### src/rtl/uart_tx_buf.sv
// Buffered UART transmitter: a 16 x 8 FIFO feeding an 8-bit serial framer
// with optional even/odd parity. Frames are start, 8 data bits LSB first,
// optional parity, one stop bit; each bit lasts BIT_CYCLES clk cycles.
// Write side: wr_en is a single-cycle strobe; a write is taken on any rising
// edge where wr_en=1 and full=0, otherwise it is dropped and overflow sticks.
// The FSM state is kept in the `state` signal for observation.
module uart_tx_buf #(
  parameter int BIT_CYCLES = 16,
  parameter int PARITY     = 0
) (
  input  logic       clk,
  input  logic       rst_n,
  input  logic       wr_en,
  input  logic [7:0] wr_data,
  output logic       full,
  output logic       empty,
  output logic [4:0] level,
  output logic       busy,
  output logic       overflow,
  output logic       tx
);

  typedef enum logic [2:0] {IDLE, START, DATA, PAR, STOP} state_t;

  // PARITY=3 (or any other value) falls back to no parity.
  localparam logic        PAR_EN   = (PARITY == 1) || (PARITY == 2);
  localparam logic        PAR_ODD  = (PARITY == 2);
  localparam logic [15:0] LAST_CNT = 16'(BIT_CYCLES - 1);

  state_t      state, state_n;
  logic [7:0]  mem [16];
  logic [3:0]  wr_ptr, rd_ptr;
  logic [15:0] bit_cnt, bit_cnt_n;
  logic [2:0]  bit_idx, bit_idx_n;
  logic [7:0]  shreg, shreg_n;
  logic        tx_n;
  logic        pop;
  logic        push;
  logic        bit_done;
  logic [4:0]  level_n;

  assign push     = wr_en && !full;
  assign bit_done = (bit_cnt == LAST_CNT);
  assign level_n  = level + 5'(push) - 5'(pop);
  assign busy     = (state != IDLE) || !empty;

  // FIFO storage; no reset needed, occupancy is tracked by level.
  always_ff @(posedge clk) begin
    if (push) mem[wr_ptr] <= wr_data;
  end

  // FIFO pointers, registered occupancy flags and sticky overflow.
  always_ff @(posedge clk or negedge rst_n) begin
    if (!rst_n) begin
      wr_ptr   <= '0;
      rd_ptr   <= '0;
      level    <= '0;
      full     <= 1'b0;
      empty    <= 1'b1;
      overflow <= 1'b0;
    end else begin
      if (push) wr_ptr <= wr_ptr + 4'd1;
      if (pop)  rd_ptr <= rd_ptr + 4'd1;
      level    <= level_n;
      full     <= (level_n == 5'd16);
      empty    <= (level_n == 5'd0);
      overflow <= overflow | (wr_en & full);
    end
  end

  // Framer state register and serial datapath registers.
  always_ff @(posedge clk or negedge rst_n) begin
    if (!rst_n) begin
      state   <= IDLE;
      bit_cnt <= '0;
      bit_idx <= '0;
      shreg   <= '0;
      tx      <= 1'b1;
    end else begin
      state   <= state_n;
      bit_cnt <= bit_cnt_n;
      bit_idx <= bit_idx_n;
      shreg   <= shreg_n;
      tx      <= tx_n;
    end
  end

  // Next-state, next tx value and FIFO pop decision.
  always_comb begin
    state_n   = state;
    bit_cnt_n = bit_cnt;
    bit_idx_n = bit_idx;
    shreg_n   = shreg;
    tx_n      = tx;
    pop       = 1'b0;
    case (state)
      IDLE: begin
        tx_n = 1'b1;
        if (!empty) begin
          pop       = 1'b1;
          shreg_n   = mem[rd_ptr];
          tx_n      = 1'b0;
          bit_cnt_n = '0;
          state_n   = START;
        end
      end
      START: begin
        if (bit_done) begin
          bit_cnt_n = '0;
          bit_idx_n = '0;
          tx_n      = shreg[0];
          state_n   = DATA;
        end else begin
          bit_cnt_n = bit_cnt + 16'd1;
        end
      end
      DATA: begin
        if (bit_done) begin
          bit_cnt_n = '0;
          if (bit_idx == 3'd7) begin
            if (PAR_EN) begin
              tx_n    = (^shreg) ^ PAR_ODD;
              state_n = PAR;
            end else begin
              tx_n    = 1'b1;
              state_n = STOP;
            end
          end else begin
            bit_idx_n = bit_idx + 3'd1;
            tx_n      = shreg[bit_idx + 3'd1];
          end
        end else begin
          bit_cnt_n = bit_cnt + 16'd1;
        end
      end
      PAR: begin
        if (bit_done) begin
          bit_cnt_n = '0;
          tx_n      = 1'b1;
          state_n   = STOP;
        end else begin
          bit_cnt_n = bit_cnt + 16'd1;
        end
      end
      STOP: begin
        if (bit_done) begin
          bit_cnt_n = '0;
          if (!empty) begin
            // Back-to-back frame: next start bit follows the stop bit directly.
            pop     = 1'b1;
            shreg_n = mem[rd_ptr];
            tx_n    = 1'b0;
            state_n = START;
          end else begin
            tx_n    = 1'b1;
            state_n = IDLE;
          end
        end else begin
          bit_cnt_n = bit_cnt + 16'd1;
        end
      end
      default: begin
        tx_n    = 1'b1;
        state_n = IDLE;
      end
    endcase
  end

endmodule

### config.mk
export PLATFORM = sky130hd
export DESIGN_NAME = uart_tx_buf
export DESIGN_NICKNAME = d
export VERILOG_FILES = /design/src/rtl/uart_tx_buf.sv
export SDC_FILE = /design/constraint.sdc
export NUM_CORES = 1
export LEC_CHECK = 0
export ABC_AREA = 1
export CAP_MARGIN = 20
export CORE_UTILIZATION = 62
export CTS_CLUSTER_DIAMETER = 50
export DETAILED_ROUTE_END_ITERATION = 12
export PLACE_DENSITY = 0.8
export RECOVER_POWER = 25
export SLEW_MARGIN = 20
export SYNTH_ARGS = -nofsm -noshare
export SYNTH_HDL_FRONTEND = slang
export SYNTH_SLANG_ARGS = --single-unit
### constraint.sdc
create_clock -name clk -period 3.55 [get_ports clk]
set_input_delay 0.5325 -clock clk [delete_from_list [all_inputs] [get_ports clk]]
set_output_delay 0.5325 -clock clk [all_outputs]
set_load 0.02 [all_outputs]
==> flow_metrics.py <==
metrics = {
    "yosys": {
        "syn_area_sq_mm": 0.00814,
        "synth_top_area_share_pct": 47.2,
        "yosysUniqueCellTypes": 36,
        "async_flop_share_pct": 26.9,
        "synth_top_cell_by_area": "edfxtp_1",
        "ys.warnings.count": 0,
        "ys_seq_area_share_pct": 61.7,
        "syn_area_per_cell_sq_um": 9.45,
        "synth_seq_cells": 175,
        "synth.most_common_cell": "nand2_1",
        "syn_nets": 887,
        "synth_area_leaders": "edfxtp_1 (47%), dfrtp_1 (14%), nand2_1 (12%), nand3_1 (7.7%), inv_1 (6.5%)",
        "syn_inst": 862,
        "synthFlopType": "edfxtp_1",
        "synthTopCellsByCount": "nand2_1 (258), inv_1 (142), edfxtp_1 (128)",
        "synth_edf_count": 128,
    },
    "critical_path": {
        "regToRegSetupSlack_ns": 0.40,
        "crit_type": "reg -> reg",
        "arrival_ns": 3.50,
        "crit_fanout": 13,
        "end_kind": "register",
        "crit_family": "adder cells",
        "required_ns": 3.91,
        "cp_slowest_cell": "dfrtp_1",
        "worstRegToRegCells": 18,
        "critPathMaxStageDelay_ns": 0.43,
        "regToRegStartpoint": "bit_cnt[0]$_DFFE_PN0P_",
        "rr_endpoint": "full$_DFF_PN0_",
        "startpoint_type": "register",
        "cp_cell_sequence": "ha_1, nand2_2, nor2_4, inv_2, nor2_2, nand2_1, nand2_2, nand2_4, clkinv_4, ha_1, inv_1, ha_1, inv_1, fa_1, o21ai_0, xor2_1, inv_1, nor2_1",
        "path_buf_inv": 5,
    },
    "layout": {
        "n_antenna_cell": 0,
        "fillerInstances": 920,
        "design_area_sq_mm": 0.00899,
        "num-nets-final": 903,
        "syn2layout_area_growth_pct": 10.4,
        "final-instance-count-excl-fill": 1063,
        "drive_above_1_share_pct": 5.95,
    },
    "global_route": {
        "grt-ovfl-total": 0,
        "antenna_found_initial": 0,
        "grt_max_degree": 67,
        "grt_pass1_vias": 5624,
        "grt_pass1_wl_microns": 27600,
        "grt_use_total_pct": 27.8,
    },
    "floorplan": {
        "rows": 41,
        "fp.coreArea_sq_mm": 0.0127,
        "dieHeight_microns": 117,
        "ios": 21,
        "dieArea_sq_mm": 0.0136,
        "initial_core_util_pct": 64.0,
        "dieWidth_microns": 117,
    },
    "detailed_routing": {
        "dr.pass1.iters": 8,
        "first_iter_violations": 628,
        "wl_microns": 17400,
        "ant_nets": 0,
        "wl_per_cell_microns": 16.4,
        "drc": 0,
        "route.vias.total": 5869,
        "routed_via_density": 5.52,
    },
    "job": {
        "drv_cap": 1,
    },
    "clock_tree": {
        "clockRootBuffer": "clkbuf_16",
        "cts_resized": 0,
        "clkSinkCount": 175,
        "htreeDepth": 4,
        "cts_buffers": 17,
        "cts_tree": "yes",
        "post_cts_buffers": 0,
        "clock_latency_ns": 0.44,
        "cts_buffer_depth": 2,
        "clk_pin_slew_worst_paths_ns": 0.06,
        "cts_hold_buffers": 0,
    },
    "timing": {
        "tightest_slew_ns": 2.57,
        "maxSlewViolCount": 48,
        "setup_violations": 0,
        "finalClockSkew_ns": 0.0133,
        "timing.fmax_mhz": 318,
        "grt_setup_unrepaired": "no",
        "slew-limit-headroom_pct": -71.5,
        "period_share_pct": 88.6,
        "finalSetupTns_ns": 0,
        "final.min_clock_period_ns": 3.15,
        "finalHoldViolations": 0,
    },
    "placement": {
        "gp_congestion": 0.914,
        "placed_cell_area_sq_mm": 0.00844,
        "dp.cells": 1031,
        "portBuffers": 20,
        "dp_hpwl_microns": 10900,
    },
    "pwr": {
        "max-vdd-ir-drop_uv": 507,
        "powerDensity_mw_per_mm2": 568,
        "p_leak_nw": 4.02,
    },
    "worst_hold_path": {
        "hp-start": "overflow$_DFF_PN0_",
        "hold_end": "overflow$_DFF_PN0_",
        "hold_depth": 1,
        "hold_path_class": "reg -> reg",
    },
    "outcome": {
        "violations": "max-capacitance violations, max-slew violations",
        "outcome": "finished with violations",
    },
}
[how the worst max path moves through the flow]
stage                           startpoint        endpoint  cells after the start
finish              bit_cnt[0]$_DFFE_PN0P_  full$_DFF_PN0_                     18
detailed placement  bit_cnt[0]$_DFFE_PN0P_  full$_DFF_PN0_                     18
floorplan           bit_cnt[0]$_DFFE_PN0P_  full$_DFF_PN0_                     19
global placement    bit_cnt[0]$_DFFE_PN0P_  full$_DFF_PN0_                     18
CTS                 bit_cnt[0]$_DFFE_PN0P_  full$_DFF_PN0_                     18
global route        bit_cnt[0]$_DFFE_PN0P_  full$_DFF_PN0_                     18
[worst reg2reg max path: cells and delay by family (launching register included)]
family | cells | cell delay [ns]
compound gates | 1 | 0.27
simple gates | 7 | 0.72
xor+xnor | 1 | 0.26
flops | 1 | 0.43
buf+inv | 5 | 0.37
fa+ha+maj | 4 | 1.03
[cell families (layout without fill, tap and decap cells)]
group           after synthesis  after routing  synth area share (%)
xor+xnor                     12             12                  1.29
compound gates               32             32                  2.17
fa+ha+maj                    14             14                  2.24
flops                       175            175                  61.7
simple gates                454            454                  23.9
buf+inv                     175            204                  8.74
[metrics by stage]
step / utilization, % / hold WS, ns / total power [W] / setup slack, ns
2_1_floorplan: - / 0.237 / 0.00306 / 0.762
3_3_place_gp: 66.4 / 0.442 / 0.00331 / 0.601
3_5_place_dp: 66.4 / 0.464 / 0.00337 / 0.440
4_1_cts: 70.7 / 0.332 / 0.00512 / 0.406
5_1_grt: 70.7 / 0.505 / 0.00531 / 0.138
6_report: 70.7 / 0.473 / 0.00511 / 0.404
[report_power, final]
part / internal [W] / switching, W / leakage [nW]
Clock: 0.000973 / 0.000807 / 0.270
Sequential: 0.00244 / 0.000104 / 1.75
Combinational: 0.000274 / 0.000512 / 2.00
Total: 0.00369 / 0.00142 / 4.02
[final cells by class]
cell class,instances,area [sq um],area share [%]
Multi-Input combinational cell,512,2410,26.8
Clock buffer,17,425,4.73
Tap cell,172,215,2.39
Sequential cell,175,5020,55.8
Inverter,146,553,6.15
Timing Repair Buffer,26,235,2.62
Clock inverter,15,133,1.47
[cells in the final DEF, fill, tap and decap left out, drive strengths merged, types with 3 or more instances in the layout]
cell type,Yosys,routed
a21oi,8,8
buf,23,5
clkbuf,6,19
clkdlybuf4s50,0,13
clkinv,2,10
dfrtp,45,45
dlygate4sd3,0,6
edfxtp,128,128
ha,13,13
inv,144,148
nand2,262,262
nand3,128,128
nand4,10,10
nor2,47,47
nor3,6,6
o21ai,20,20
xnor2,3,3
xor2,9,9
[flip-flops by register name (all words and copies together), names as in the netlist]
| signal | cells |
|---|---|
| mem | 128 |
| bit_cnt | 16 |
| shreg | 8 |
| level | 5 |
| rd_ptr | 4 |
| wr_ptr | 4 |
| bit_idx | 3 |
| state | 3 |
| empty | 1 |
| full | 1 |
| overflow | 1 |
| tx | 1 |
[metal layers]
layer | share of wire [%] | GRT usage (%)
met3 | 7.4 | 6.85
met4 | 2.6 | 11.1
met5 | 0 | 0
met1 | 39 | 34.5
met2 | 51 | 47.2
Note: power is estimated with default switching activity, not from simulation.
